`src/rtl/rv_ctrl_pkg.sv`:
```
// Shared encodings for the multi-cycle RV32I control path: opcodes, FSM states
// and datapath mux selects, plus the one-hot opcode class bundle.
package rv_ctrl_pkg;

  localparam int unsigned STATE_W = 3;
  localparam int unsigned WD_W    = 8;

  localparam logic [6:0] OPC_OP     = 7'b0110011;
  localparam logic [6:0] OPC_OP_IMM = 7'b0010011;
  localparam logic [6:0] OPC_LOAD   = 7'b0000011;
  localparam logic [6:0] OPC_STORE  = 7'b0100011;
  localparam logic [6:0] OPC_BRANCH = 7'b1100011;
  localparam logic [6:0] OPC_JAL    = 7'b1101111;
  localparam logic [6:0] OPC_JALR   = 7'b1100111;
  localparam logic [6:0] OPC_LUI    = 7'b0110111;
  localparam logic [6:0] OPC_AUIPC  = 7'b0010111;
  localparam logic [6:0] OPC_SYSTEM = 7'b1110011;

  localparam logic [STATE_W-1:0] ST_FETCH   = 3'd0;
  localparam logic [STATE_W-1:0] ST_DECODE  = 3'd1;
  localparam logic [STATE_W-1:0] ST_EXECUTE = 3'd2;
  localparam logic [STATE_W-1:0] ST_MEM     = 3'd3;
  localparam logic [STATE_W-1:0] ST_WB      = 3'd4;
  localparam logic [STATE_W-1:0] ST_HALT    = 3'd7;

  localparam logic [2:0] IMM_I  = 3'd0;
  localparam logic [2:0] IMM_S  = 3'd1;
  localparam logic [2:0] IMM_SB = 3'd2;
  localparam logic [2:0] IMM_U  = 3'd3;
  localparam logic [2:0] IMM_UJ = 3'd4;

  localparam logic [1:0] PC_PLUS4 = 2'd0;
  localparam logic [1:0] PC_REL   = 2'd1;
  localparam logic [1:0] PC_JALR  = 2'd2;

  localparam logic [1:0] WB_ALU = 2'd0;
  localparam logic [1:0] WB_MEM = 2'd1;
  localparam logic [1:0] WB_PC4 = 2'd2;

  typedef struct packed {
    logic op;
    logic op_imm;
    logic load;
    logic store;
    logic branch;
    logic jal;
    logic jalr;
    logic lui;
    logic auipc;
  } opclass_t;

endpackage

```
`src/rtl/rv_multicycle_ctrl_if.sv`:
```
// Shared instruction/data memory request/ack bundle between controller and memory.
interface rv_multicycle_ctrl_if;
  logic mem_req;
  logic mem_we;
  logic mem_addr_sel;
  logic mem_ready;

  modport master (output mem_req, output mem_we, output mem_addr_sel, input mem_ready);
  modport slave  (input mem_req, input mem_we, input mem_addr_sel, output mem_ready);
endinterface

```
`src/rtl/rv_opclass.sv`:
```
// Opcode/funct3 to one-hot instruction class; illegal_c when no legal class matches.
module rv_opclass
  import rv_ctrl_pkg::*;
(
  input  logic [6:0] opcode,
  input  logic [2:0] funct3,
  output opclass_t   cls_c,
  output logic       illegal_c
);

  logic mem_f3_bad_c;

  // Widths 3 and 6/7 have no RV32I load/store encoding.
  assign mem_f3_bad_c = (funct3 == 3'd3) || (funct3 == 3'd6) || (funct3 == 3'd7);

  always_comb begin
    cls_c     = '0;
    illegal_c = 1'b0;
    case (opcode)
      OPC_OP:     cls_c.op     = 1'b1;
      OPC_OP_IMM: cls_c.op_imm = 1'b1;
      OPC_LOAD:   if (mem_f3_bad_c) illegal_c = 1'b1; else cls_c.load = 1'b1;
      OPC_STORE:  if (mem_f3_bad_c) illegal_c = 1'b1; else cls_c.store = 1'b1;
      OPC_BRANCH: cls_c.branch = 1'b1;
      OPC_JAL:    cls_c.jal    = 1'b1;
      OPC_JALR:   cls_c.jalr   = 1'b1;
      OPC_LUI:    cls_c.lui    = 1'b1;
      OPC_AUIPC:  cls_c.auipc  = 1'b1;
      OPC_SYSTEM: illegal_c    = 1'b1;
      default:    illegal_c    = 1'b1;
    endcase
  end

endmodule

```
`src/rtl/rv_multicycle_ctrl.sv`:
```
// Main control FSM of the multi-cycle RV32I core (fetch/decode/execute/mem/wb).
// Optional retired-instruction counter enabled by RV_CTRL_INSTRET_EN.
module rv_multicycle_ctrl
  import rv_ctrl_pkg::*;
#(
  parameter int unsigned MEM_WAIT_MAX = 0
) (
  input  logic                       clk,
  input  logic                       rst,
  rv_multicycle_ctrl_if.master       mem,
  input  logic [6:0]                 opcode,
  input  logic [2:0]                 funct3,
  input  logic                       br_taken,
  output logic                       pc_we,
  output logic [1:0]                 pc_sel,
  output logic                       ir_we,
  output logic                       rf_we,
  output logic                       alu_a_sel,
  output logic                       alu_b_sel,
  output logic [2:0]                 imm_sel,
  output logic [1:0]                 wb_sel,
  output logic                       halt,
  output logic [STATE_W-1:0]         state_o,
  output logic [31:0]                instret
);

  localparam bit             WD_EN   = (MEM_WAIT_MAX != 0);
  localparam logic [WD_W-1:0] WD_LAST = WD_W'(MEM_WAIT_MAX - 1);

  logic [STATE_W-1:0] state, state_nxt;
  logic [WD_W-1:0]    wd_cnt;
  opclass_t           cls;
  logic               illegal_c;
  logic               req_c;
  logic               wd_hit_c;
  logic [2:0]         imm_c;
  logic               alu_a_c;
  logic               alu_b_c;

  rv_opclass u_opclass (
    .opcode    (opcode),
    .funct3    (funct3),
    .cls_c     (cls),
    .illegal_c (illegal_c)
  );

  assign req_c        = !rst && ((state == ST_FETCH) || (state == ST_MEM));
  assign mem.mem_req  = req_c;
  // The counter reaches the limit on this edge unless the ack arrives now.
  assign wd_hit_c     = WD_EN && req_c && !mem.mem_ready && (wd_cnt == WD_LAST);

  // Immediate format and ALU operand selects per instruction class.
  always_comb begin
    imm_c = IMM_I;
    if (cls.store)                 imm_c = IMM_S;
    else if (cls.branch)           imm_c = IMM_SB;
    else if (cls.lui || cls.auipc) imm_c = IMM_U;
    else if (cls.jal)              imm_c = IMM_UJ;
    alu_a_c = cls.auipc || cls.jal;
    alu_b_c = !(cls.op || cls.branch);
  end

  always_ff @(posedge clk) begin
    if (rst) state <= ST_FETCH;
    else     state <= state_nxt;
  end

  always_ff @(posedge clk) begin
    if (rst)                wd_cnt <= '0;
    else if (mem.mem_ready) wd_cnt <= '0;
    else if (req_c)         wd_cnt <= wd_cnt + WD_W'(1);
  end

  // Next state and datapath controls; everything stays 0 while rst is high.
  always_comb begin
    state_nxt        = state;
    pc_we            = 1'b0;
    pc_sel           = PC_PLUS4;
    ir_we            = 1'b0;
    rf_we            = 1'b0;
    alu_a_sel        = 1'b0;
    alu_b_sel        = 1'b0;
    imm_sel          = IMM_I;
    wb_sel           = WB_ALU;
    halt             = 1'b0;
    mem.mem_we       = 1'b0;
    mem.mem_addr_sel = 1'b0;
    if (!rst) begin
      case (state)
        ST_FETCH: begin
          if (mem.mem_ready) begin
            ir_we     = 1'b1;
            state_nxt = ST_DECODE;
          end else if (wd_hit_c) begin
            state_nxt = ST_HALT;
          end
        end
        ST_DECODE: state_nxt = illegal_c ? ST_HALT : ST_EXECUTE;
        ST_EXECUTE: begin
          imm_sel   = imm_c;
          alu_a_sel = alu_a_c;
          alu_b_sel = alu_b_c;
          if (cls.branch) begin
            pc_we     = 1'b1;
            pc_sel    = br_taken ? PC_REL : PC_PLUS4;
            state_nxt = ST_FETCH;
          end else if (cls.jal || cls.jalr) begin
            pc_we     = 1'b1;
            pc_sel    = cls.jal ? PC_REL : PC_JALR;
            rf_we     = 1'b1;
            wb_sel    = WB_PC4;
            state_nxt = ST_FETCH;
          end else if (cls.load || cls.store) begin
            state_nxt = ST_MEM;
          end else if (cls.op || cls.op_imm || cls.lui || cls.auipc) begin
            state_nxt = ST_WB;
          end else begin
            state_nxt = ST_HALT;
          end
        end
        ST_MEM: begin
          imm_sel          = imm_c;
          alu_a_sel        = alu_a_c;
          alu_b_sel        = alu_b_c;
          mem.mem_addr_sel = 1'b1;
          mem.mem_we       = cls.store;
          if (mem.mem_ready) begin
            if (cls.store) begin
              pc_we     = 1'b1;
              state_nxt = ST_FETCH;
            end else begin
              state_nxt = ST_WB;
            end
          end else if (wd_hit_c) begin
            state_nxt = ST_HALT;
          end
        end
        ST_WB: begin
          imm_sel   = imm_c;
          alu_a_sel = alu_a_c;
          alu_b_sel = alu_b_c;
          rf_we     = 1'b1;
          pc_we     = 1'b1;
          wb_sel    = cls.load ? WB_MEM : WB_ALU;
          state_nxt = ST_FETCH;
        end
        ST_HALT: halt = 1'b1;
        default: state_nxt = ST_HALT;
      endcase
    end
  end

  assign state_o = rst ? '0 : state;

`ifdef RV_CTRL_INSTRET_EN
  logic [31:0] instret_q;

  always_ff @(posedge clk) begin
    if (rst)        instret_q <= '0;
    else if (pc_we) instret_q <= instret_q + 32'd1;
  end

  assign instret = rst ? '0 : instret_q;
`else
  assign instret = '0;
`endif

endmodule

```
`src/flat_wrapper.sv`:
```
// flat-port wrapper written by rule: the top's interface ports become plain ports
module rv_multicycle_ctrl_flat import rv_ctrl_pkg::*;
#(
  parameter int unsigned MEM_WAIT_MAX = 0
)
  (clk, rst, opcode, funct3, br_taken, pc_we, pc_sel, ir_we, rf_we, alu_a_sel, alu_b_sel, imm_sel, wb_sel, halt, state_o, instret, mem_mem_req, mem_mem_we, mem_mem_addr_sel, mem_mem_ready);
  rv_multicycle_ctrl_if mem_i ();
  input  logic clk;
  input  logic rst;
  input  logic [6:0] opcode;
  input  logic [2:0] funct3;
  input  logic br_taken;
  output logic pc_we;
  output logic [1:0] pc_sel;
  output logic ir_we;
  output logic rf_we;
  output logic alu_a_sel;
  output logic alu_b_sel;
  output logic [2:0] imm_sel;
  output logic [1:0] wb_sel;
  output logic halt;
  output logic [STATE_W-1:0] state_o;
  output logic [31:0] instret;
  output wire logic [$bits(mem_i.mem_req)-1:0] mem_mem_req;
  output wire logic [$bits(mem_i.mem_we)-1:0] mem_mem_we;
  output wire logic [$bits(mem_i.mem_addr_sel)-1:0] mem_mem_addr_sel;
  input wire logic [$bits(mem_i.mem_ready)-1:0] mem_mem_ready;
  assign mem_mem_req = mem_i.mem_req;
  assign mem_mem_we = mem_i.mem_we;
  assign mem_mem_addr_sel = mem_i.mem_addr_sel;
  assign mem_i.mem_ready = mem_mem_ready;
  rv_multicycle_ctrl #(.MEM_WAIT_MAX(MEM_WAIT_MAX)) u_core (.clk(clk), .rst(rst), .mem(mem_i), .opcode(opcode), .funct3(funct3), .br_taken(br_taken), .pc_we(pc_we), .pc_sel(pc_sel), .ir_we(ir_we), .rf_we(rf_we), .alu_a_sel(alu_a_sel), .alu_b_sel(alu_b_sel), .imm_sel(imm_sel), .wb_sel(wb_sel), .halt(halt), .state_o(state_o), .instret(instret));
endmodule
```
`config.mk`:
```
export PLATFORM = sky130hd
export DESIGN_NAME = rv_multicycle_ctrl_flat
export DESIGN_NICKNAME = d
export VERILOG_FILES = /design/src/rtl/rv_ctrl_pkg.sv /design/src/rtl/rv_multicycle_ctrl_if.sv /design/src/rtl/rv_opclass.sv /design/src/rtl/rv_multicycle_ctrl.sv /design/src/flat_wrapper.sv
export SDC_FILE = /design/constraint.sdc
export NUM_CORES = 1
export LEC_CHECK = 0
export ABC_CLOCK_PERIOD_IN_PS = 2600
export CAP_MARGIN = 20
export CELL_PAD_IN_SITES_DETAIL_PLACEMENT = 1
export CELL_PAD_IN_SITES_GLOBAL_PLACEMENT = 2
export CORE_MARGIN = 1.5
export CORE_UTILIZATION = 16
export DETAILED_ROUTE_END_ITERATION = 10
export MAX_ROUTING_LAYER = met4
export PLACE_DENSITY = 0.79
export SYNTH_ARGS = -nofsm -noshare
export SYNTH_HDL_FRONTEND = slang
export SYNTH_HIERARCHICAL = 1
export SYNTH_SLANG_ARGS = --single-unit
```
`constraint.sdc`:
```
create_clock -name clk -period 2.6 [get_ports clk]
set_input_delay 0.52 -clock clk [delete_from_list [all_inputs] [get_ports clk]]
set_output_delay 0.52 -clock clk [all_outputs]
set_load 0.03 [all_outputs]
```
# --- After elaboration in Yosys (flattened, before gate mapping) ---
# Cells that the tools add are included.
classes:
  n_eq_ne: 19
  n_mux: 61
  bitwise: 1
  n_reduce_logical: 19
op_table:
  columns: ["operator", "count"]
  rows:
  - ["$mux W3", 14]
  - ["$mux W1", 33]
  - ["$eq A7 B6 Y1 const B", 3]
  - ["$eq A7 B7 Y1 const B", 3]
  - ["$mux W2", 9]
  - ["$pmux W3 S6", 1]
  - ["$eq A7 B5 Y1 const B", 2]
  - ["$eq A3 B3 Y1 const B", 4]
  - ["$logic_or A1 B1 Y1", 11]
  - ["$eq A3 B2 Y1 const B", 3]
  - ["$eq A7 B2 Y1 const B", 1]
  - ["$reduce_or A7 Y1", 1]
  - ["$ne A2 B2 Y1 const B", 2]
  - ["$pmux W1 S2", 2]
  - ["$pmux W2 S2", 1]
  - ["$eq A3 B1 Y1 const B", 1]
  - ["$logic_not A3 Y1", 1]
  - ["$pmux W1 S3", 1]
  - ["$reduce_and A3 Y1", 1]
  - ["$reduce_or A3 Y1", 1]
  - ["$logic_not A1 Y1", 2]
  - ["$reduce_or A2 Y1", 1]
  - ["$logic_and A1 B1 Y1", 1]
  - ["$not A1 Y1", 1]
word_totals:
  ff_bits: 3
  in_bits: 14
  out_inout_bits: 51

# --- Depth between registers and ports, before layout ---
# Gate-level depths: netlist of run 1.
logic_depth:
  word_depth: 10
  mapped_depth: 7
  depth_no_buf: 6

# --- By module ---
# The synthesis of run 1 kept the hierarchy.
by_module_without_submodules:
  columns: ["module", "n_inst", "cells_per_inst", "area_per_inst_um2", "seq_area_each_um2"]
  rows:
  - ["rv_multicycle_ctrl", 1, 99, 706.9, 60.1]
  - ["rv_opclass", 1, 24, 157.7, 0.0]

# --- Worst setup path before layout of run 1 ---
# OpenSTA, ideal clock, no wires.
synth_path:
  kind: "in2out"
  start: "input opcode[4]"
  end: "output pc_sel[0]"
  arrival_time_ns: 2.318
  required_time_ns: 2.080
  slack_ns: -0.238
  stages: 6
  cell_sequence: "nand3b_1 -> or2_4 -> nor3_1 -> clkbuf_1 -> mux2i_1 -> nor4_1"
synth_rtl:
  columns: ["item", "line", "rtl"]
  rows:
  - ["from (decl)", "flat_wrapper.sv:10", "input logic [6:0] opcode;"]
  - ["to (decl)", "flat_wrapper.sv:14", "output logic [1:0] pc_sel;"]

==> results_dict.tcl, run 1 <==
set metrics [dict create \
    final_cell_area_um2 1390 \
    netlist_cell_types 45 \
    sw_frac_of_total_pct 49.9 \
    synth_top_cells_by_area "sky130_fd_sc_hd__buf_4 28%, sky130_fd_sc_hd__dfxtp_1 6.9%, sky130_fd_sc_hd__nor2b_1 4.3%" \
    fmaxAchievable_ghz 0.395 \
    placedCellCount 242 \
    crit_path_cell_trace "clkdlybuf4s50_1 > o21ai_1 > buf_4 > and4b_2 > buf_4 > buf_12 > nor3_2 > buf_4" \
    seq_area_frac_synth_pct 6.95 \
    critical_path.endpoint_type "primary output" \
    worst_ep_arrival_time_ps 2010 \
    startpoint_of_the_most_critical_hold_path "u_core/state[2]$_SDFFE_PP0P_" \
    synth-edff-count 0 \
    clock-sinks 3 \
    firstDrtPassIters 2 \
    globalRouteTotalUtil_pct 9.57 \
    grt_setup_unrepaired "no" \
    cp_data_required_time_ps 2080 \
    clkTransAtPathRegs_ps 30 \
    critPathMaxStageDelay_ps 450 \
    rr_worst_depth 4 \
    hold_viol 0 \
    hold_path_class "flop to flop" \
    final_min_period_over_clock_period_pct 97.3 \
    core_area_um2 5170 \
    floorplan.initialDensity_pct 16.7 \
    cellLeakagePower_nw 0.606 \
    reg_top3 "u_core/state x3" \
    power.share.sequential_pct 10.9 \
    critPathLaunch "funct3[0]" \
    netlist_area_um2 865 \
    hpwl_after_detailed_placement_um 2180 \
    tritoncts_clock_tree "done" \
    placement_rows 26 \
    postSynthRegisterBits 3 \
    total_area_of_multi_input_combinational_cells_um2 728 \
    insertion_delay_to_the_later_sink_of_the_worst_skew_pair_ps 210 \
    grt_start_max_net_pins 14 \
    num_cts_buffers 3 \
    p_comb_share_pct 69.8 \
    grt_first_pass_wirelength_um 4450 \
    globalRoute.totalOverflow 0 \
    timing.final.setup_violations 0 \
    die_height_um 76.5 \
    num_vias 979 \
    irDropWorstVdd_v 0.000247 \
    seqCellArea_um2 60.1 \
    timing.clock.skew_ps 2.37 \
    dpl_cell_area_um2 1310 \
    yosys-top-cells-count "32 x sky130_fd_sc_hd__buf_4, 9 x sky130_fd_sc_hd__nand2_1, 8 x sky130_fd_sc_hd__nor2_1" \
    switching_power_uw 352 \
    critPathLaunchType "primary input" \
    syn2layout_area_growth_pct 60.6 \
    io_pins 65 \
    post_synth.cell_area_avg_um2 7.03 \
    chip_width_um 76.5 \
    post_synth_inst_count 123 \
    critical_path_most_common_cell "sky130_fd_sc_hd__buf_4" \
    first_global_vias 944 \
    clk_path_buf_depth 2 \
    layout_min_cycle_time_ps 2530 \
    asyncSetResetFlopFracSynth_pct 0 \
    gp_congestion 0.796 \
    clkPwrFrac_pct 19.3 \
    yosysTopAreaCell "sky130_fd_sc_hd__buf_4" \
    initialDrtViolationCount 52 \
    timing.critical_path.slowest_stage_cell "sky130_fd_sc_hd__clkdlybuf4s50_1" \
    final_max_slew_viol_count 0 \
    die_area_um2 5850 \
    synth_top_area_share_pct 27.8 \
    ys_dominant_reg_cell "sky130_fd_sc_hd__dfxtp_1" \
    sum_of_routed_wire_length_over_all_layers_um 2730 \
    wl_per_cell_um 11.0 \
    worstSetupPathType "primary input to primary output" \
    initial_antenna_violation_count 0 \
    vias_per_cell 3.95 \
    intPower_uw 353 \
    number_of_flip_flops_in_the_largest_register 3 \
    power_density_nw_per_um2 508 \
    outcome "completed" \
    drive_gt1_share_pct 39.9 \
    place.port_buffers 32 \
    worstPathMaxFanout 3 \
    ant_nets 0 \
    largest-register "u_core/state" \
    finalCoreUtilization_pct 26.9 \
    yosys_warnings 6 \
    fin_nets 193 \
    nFillCells 638 \
    remaining_drc_errors 0 \
    r2r-start "u_core/state[1]$_SDFFE_PP0P_" \
    whs_path_depth 3 \
    synth_most_common_cell "sky130_fd_sc_hd__buf_4" \
    final_cell_count_no_fill 248 \
    cts-hold-fix-buffers 0 \
    cts-htree-levels 1 \
    clockRootBuffer "sky130_fd_sc_hd__clkbuf_8" \
    timing.max_cap.violations 0 \
    antenna_cells_inserted 0 \
]
per-layer routing:
metal | GRT usage, % | up-vias | routed length, um
met1 | 10.7 | 453 | 1060
li1 | - | 488 | -
met4 | 1.67 | 0 | 0
met3 | 2.63 | 0 | 189
met2 | 17.1 | 38 | 1480
met5 | - | - | 0
cells by family after synthesis:
kind of cell           synth area share [%]
AO/OA/AOI/OAI                          14.3
XOR/XNOR                               1.01
buffers and inverters                  30.8
flip-flops                             6.95
multiplexers                           1.16
other                                 0.434
AND/OR/NAND/NOR                        45.3
cell usage in the layout (no fill, tap or decap), types with 3 or more instances in the layout:
cell                              count
sky130_fd_sc_hd__a21oi_1              4
sky130_fd_sc_hd__and3_1               3
sky130_fd_sc_hd__buf_4               40
sky130_fd_sc_hd__clkbuf_2             3
sky130_fd_sc_hd__clkbuf_8             3
sky130_fd_sc_hd__clkdlybuf4s50_1      6
sky130_fd_sc_hd__conb_1              32
sky130_fd_sc_hd__dfxtp_1              3
sky130_fd_sc_hd__nand2_1              8
sky130_fd_sc_hd__nand2b_1             3
sky130_fd_sc_hd__nor2_1               6
sky130_fd_sc_hd__nor2b_1              6
sky130_fd_sc_hd__nor3_2               6
timing repair:
item / in CTS / in global routing
buffers inserted: 2 / 0
resized for setup: 25 / 13
pin swaps: 7 / 7
cloned: 0 / 0
setup endpoints to repair: 12 / 6
hold endpoints to repair: 0 / 0
critical path: cells and delay by family:
family	cells	cell delay, ps
simple gates	2	390
compound gates	1	70
buf+inv	5	1040
final timing paths:
kind,endpoint,slack [ps]
setup reg to reg,u_core/state[0]$_SDFFE_PP0P_,1250
hold reg to reg,u_core/state[2]$_SDFFE_PP0P_,690
setup / recovery,imm_sel[2],70
hold / removal,u_core/state[2]$_SDFFE_PP0P_,690
layout make-up:
class	count	share of cell area [%]
Inverter	1	0.270
Sequential cell	3	4.32
Clock buffer	4	3.24
Multi-Input combinational cell	113	52.4
Tap cell	70	6.31
Timing Repair Buffer	57	33.4
per-stage QoR:
stage / TNS (ps) / setup WS (ps) / power [mW] / hold slack, ps
after floorplan: 0 / 81.8 / 0.447 / 600
after global placement: -2260 / -387 / 0.565 / 673
after detailed placement: -2680 / -427 / 0.572 / 678
after CTS: 0 / 4.28 / 0.709 / 682
after global routing: 0 / 5.47 / 0.762 / 714
final: 0 / 70.2 / 0.705 / 687
power groups by stage:
stage / registers, mW / clock network (mW) / logic (mW)
global route: 0.0798 / 0.143 / 0.539
finish: 0.0766 / 0.136 / 0.492
detailed placement: 0.0776 / 0 / 0.494
floorplan: 0.0808 / 0 / 0.366
global placement: 0.0750 / 0 / 0.490
CTS: 0.0773 / 0.140 / 0.492
No activity file was read; power rests on OpenSTA's default activity.
==> run 2, diff against run 1 <==
--- a/config.mk
+++ b/config.mk
@@ -10,8 +10,9 @@
 export CELL_PAD_IN_SITES_DETAIL_PLACEMENT = 1
 export CELL_PAD_IN_SITES_GLOBAL_PLACEMENT = 2
 export CORE_MARGIN = 1.5
-export CORE_UTILIZATION = 16
+export CORE_UTILIZATION = 30
 export DETAILED_ROUTE_END_ITERATION = 10
+export DONT_BUFFER_PORTS = 1
 export MAX_ROUTING_LAYER = met4
 export PLACE_DENSITY = 0.79
 export SYNTH_ARGS = -nofsm -noshare
==> results_dict.tcl, run 2 (same netlist as run 1, synthesis figures left out) <==
set metrics [dict create \
    levels_on_crit_path 6 \
    tritoncts_clock_tree "done" \
    outcome "completed" \
    timing.critical_path.slowest_stage_cell "sky130_fd_sc_hd__and4b_1" \
    critical_path.endpoint_type "primary output" \
    wl_per_cell_um 12.2 \
    crit-reg2reg-capture "u_core/state[2]$_SDFFE_PP0P_" \
    switching_power_uw 306 \
    final_cell_area_um2 950 \
    die_area_um2 3210 \
    fmaxAchievable_ghz 0.423 \
    critPathMaxStageDelay_ps 400 \
    worstPathBufferInverterCount 3 \
    crit_path_cell_trace "nor4_2 > and4b_1 > buf_4 > inv_1 > a21oi_1 > buf_4" \
    cp_data_required_time_ps 2080 \
    nFillCells 360 \
    timing.clock.skew_ps 1.10 \
    syn2layout_area_growth_pct 9.84 \
    clock-sinks 3 \
    final_min_period_over_clock_period_pct 90.8 \
    grt_first_pass_wirelength_um 3360 \
    startpoint_of_the_most_critical_hold_path "rst" \
    sw_frac_of_total_pct 54.1 \
    clk_path_buf_depth 2 \
    p_comb_share_pct 70.7 \
    hold_viol 0 \
    r2r_slack_ps 1180 \
    worstPathMaxFanout 7 \
    core_area_um2 2730 \
    timing.max_cap.violations 0 \
    place.port_buffers 0 \
    placement_rows 19 \
    floorplan.initialDensity_pct 31.6 \
    cts-hold-fix-buffers 0 \
    sum_of_routed_wire_length_over_all_layers_um 2090 \
    clkPwrFrac_pct 13.8 \
    vias_per_cell 4.95 \
    fin_nets 155 \
    num_cts_buffers 3 \
    final_max_slew_viol_count 0 \
    globalRouteTotalUtil_pct 13.2 \
    fin_setup_tns_ps 0 \
    grt_start_max_net_pins 17 \
    hpwl_after_detailed_placement_um 1730 \
    insertion_delay_to_the_later_sink_of_the_worst_skew_pair_ps 230 \
    dpl_cell_area_um2 923 \
    num_vias 846 \
    cts_repair_resize_count 0 \
    critical_path_most_common_cell "sky130_fd_sc_hd__buf_4" \
    grt_setup_unrepaired "no" \
    reg_top3 "u_core/state x3" \
    drive_gt1_share_pct 24.3 \
    whs_path_depth 1 \
    cellLeakagePower_nw 0.398 \
    hold_path_class "primary input to flop" \
    terminating_pin_of_the_worst_hold_path "u_core/state[2]$_SDFFE_PP0P_" \
    clkTransAtPathRegs_ps 30 \
    ant_nets 0 \
    post-cts-setup-buffer-count 0 \
    die_height_um 56.7 \
    rr_worst_depth 3 \
    antenna_cells_inserted 0 \
    initial_antenna_violation_count 0 \
    worst_ep_arrival_time_ps 1840 \
    layout_min_cycle_time_ps 2360 \
    relSlewSlack_pct 61.9 \
    chip_width_um 56.7 \
    largest-register "u_core/state" \
    layout.cells.most_common "sky130_fd_sc_hd__conb_1" \
    most-common-layout-cells "32 x sky130_fd_sc_hd__conb_1, 19 x sky130_fd_sc_hd__buf_4, 9 x sky130_fd_sc_hd__nand2_1, 8 x sky130_fd_sc_hd__nor2_1, 6 x sky130_fd_sc_hd__nor2b_1" \
    firstDrtPassIters 4 \
    number_of_flip_flops_in_the_largest_register 3 \
    intPower_uw 259 \
    remaining_drc_errors 0 \
    r2r-start "u_core/state[1]$_SDFFE_PP0P_" \
    worst-slew-pin-transition_ps 570 \
    timing.critical_path.max_delay_family "simple AND/OR/NAND/NOR gates" \
    timing.final.setup_violations 0 \
    first_global_vias 736 \
    initialDrtViolationCount 28 \
    critPathLaunchType "primary input" \
    globalRoute.totalOverflow 0 \
    irDropWorstVdd_v 0.000372 \
    io_pins 65 \
    power.share.sequential_pct 15.5 \
    cts-htree-levels 1 \
    gp_congestion 0.827 \
    worstSetupPathType "primary input to primary output" \
    clockRootBuffer "sky130_fd_sc_hd__clkbuf_4" \
    power_density_nw_per_um2 595 \
]
## run 2: cell types whose count changed in the layout (fill, tap and decap cells not counted), sizes merged
cell           previous run  this run
buf                      45        19
dlygate4sd2               2         0
clkbuf                    7         4
clkdlybuf4s50             6         0
clkdlybuf4s15             1         0
## run 2: area by class of cell
class	instances	area, um2	area share, %
Clock buffer	4	26.3	2.77
Inverter	1	3.75	0.395
Multi-Input combinational cell	113	678	71.4
Sequential cell	3	60.1	6.32
Tap cell	31	38.8	4.08
Timing Repair Buffer	19	143	15.0
## run 2: worst max path at each step
stage,endpoint,start
6_report,imm_sel[0],opcode[6]
3_5_place_dp,pc_we,opcode[6]
2_1_floorplan,pc_sel[0],opcode[4]
5_1_grt,pc_we,opcode[0]
4_1_cts,alu_b_sel,u_core/state[1]$_SDFFE_PP0P_
3_3_place_gp,pc_sel[0],opcode[4]
## run 2: stage by stage
stage | utilization, % | worst slack, ps | power [mW] | std cells | hold WS, ps
final | 34.7 | 238 | 0.565 | 171 | 373
after global routing | 34.7 | 141 | 0.612 | 171 | 377
after CTS | 34.7 | 233 | 0.574 | 171 | 364
after detailed placement | 33.8 | 263 | 0.491 | 167 | 608
after global placement | 33.8 | 319 | 0.481 | 167 | 607
after floorplan | - | 81.8 | 0.447 | 154 | 600
## run 2: layer usage
layer / wire [um] / global-route usage [%] / up-vias
met3: 177 / 1.84 / 0
met1: 856 / 16.1 / 395
met2: 1050 / 21.9 / 43
met4: 0 / 4.76 / 0
met5: 0 / - / -
li1: - / - / 408
## run 2: power groups by stage
stage	sequential, mW	combinational, mW	clock [mW]
4_1_cts	0.0891	0.402	0.0829
3_3_place_gp	0.0877	0.393	0
6_report	0.0874	0.400	0.0781
5_1_grt	0.0926	0.436	0.0838
3_5_place_dp	0.0899	0.401	0
2_1_floorplan	0.0808	0.366	0
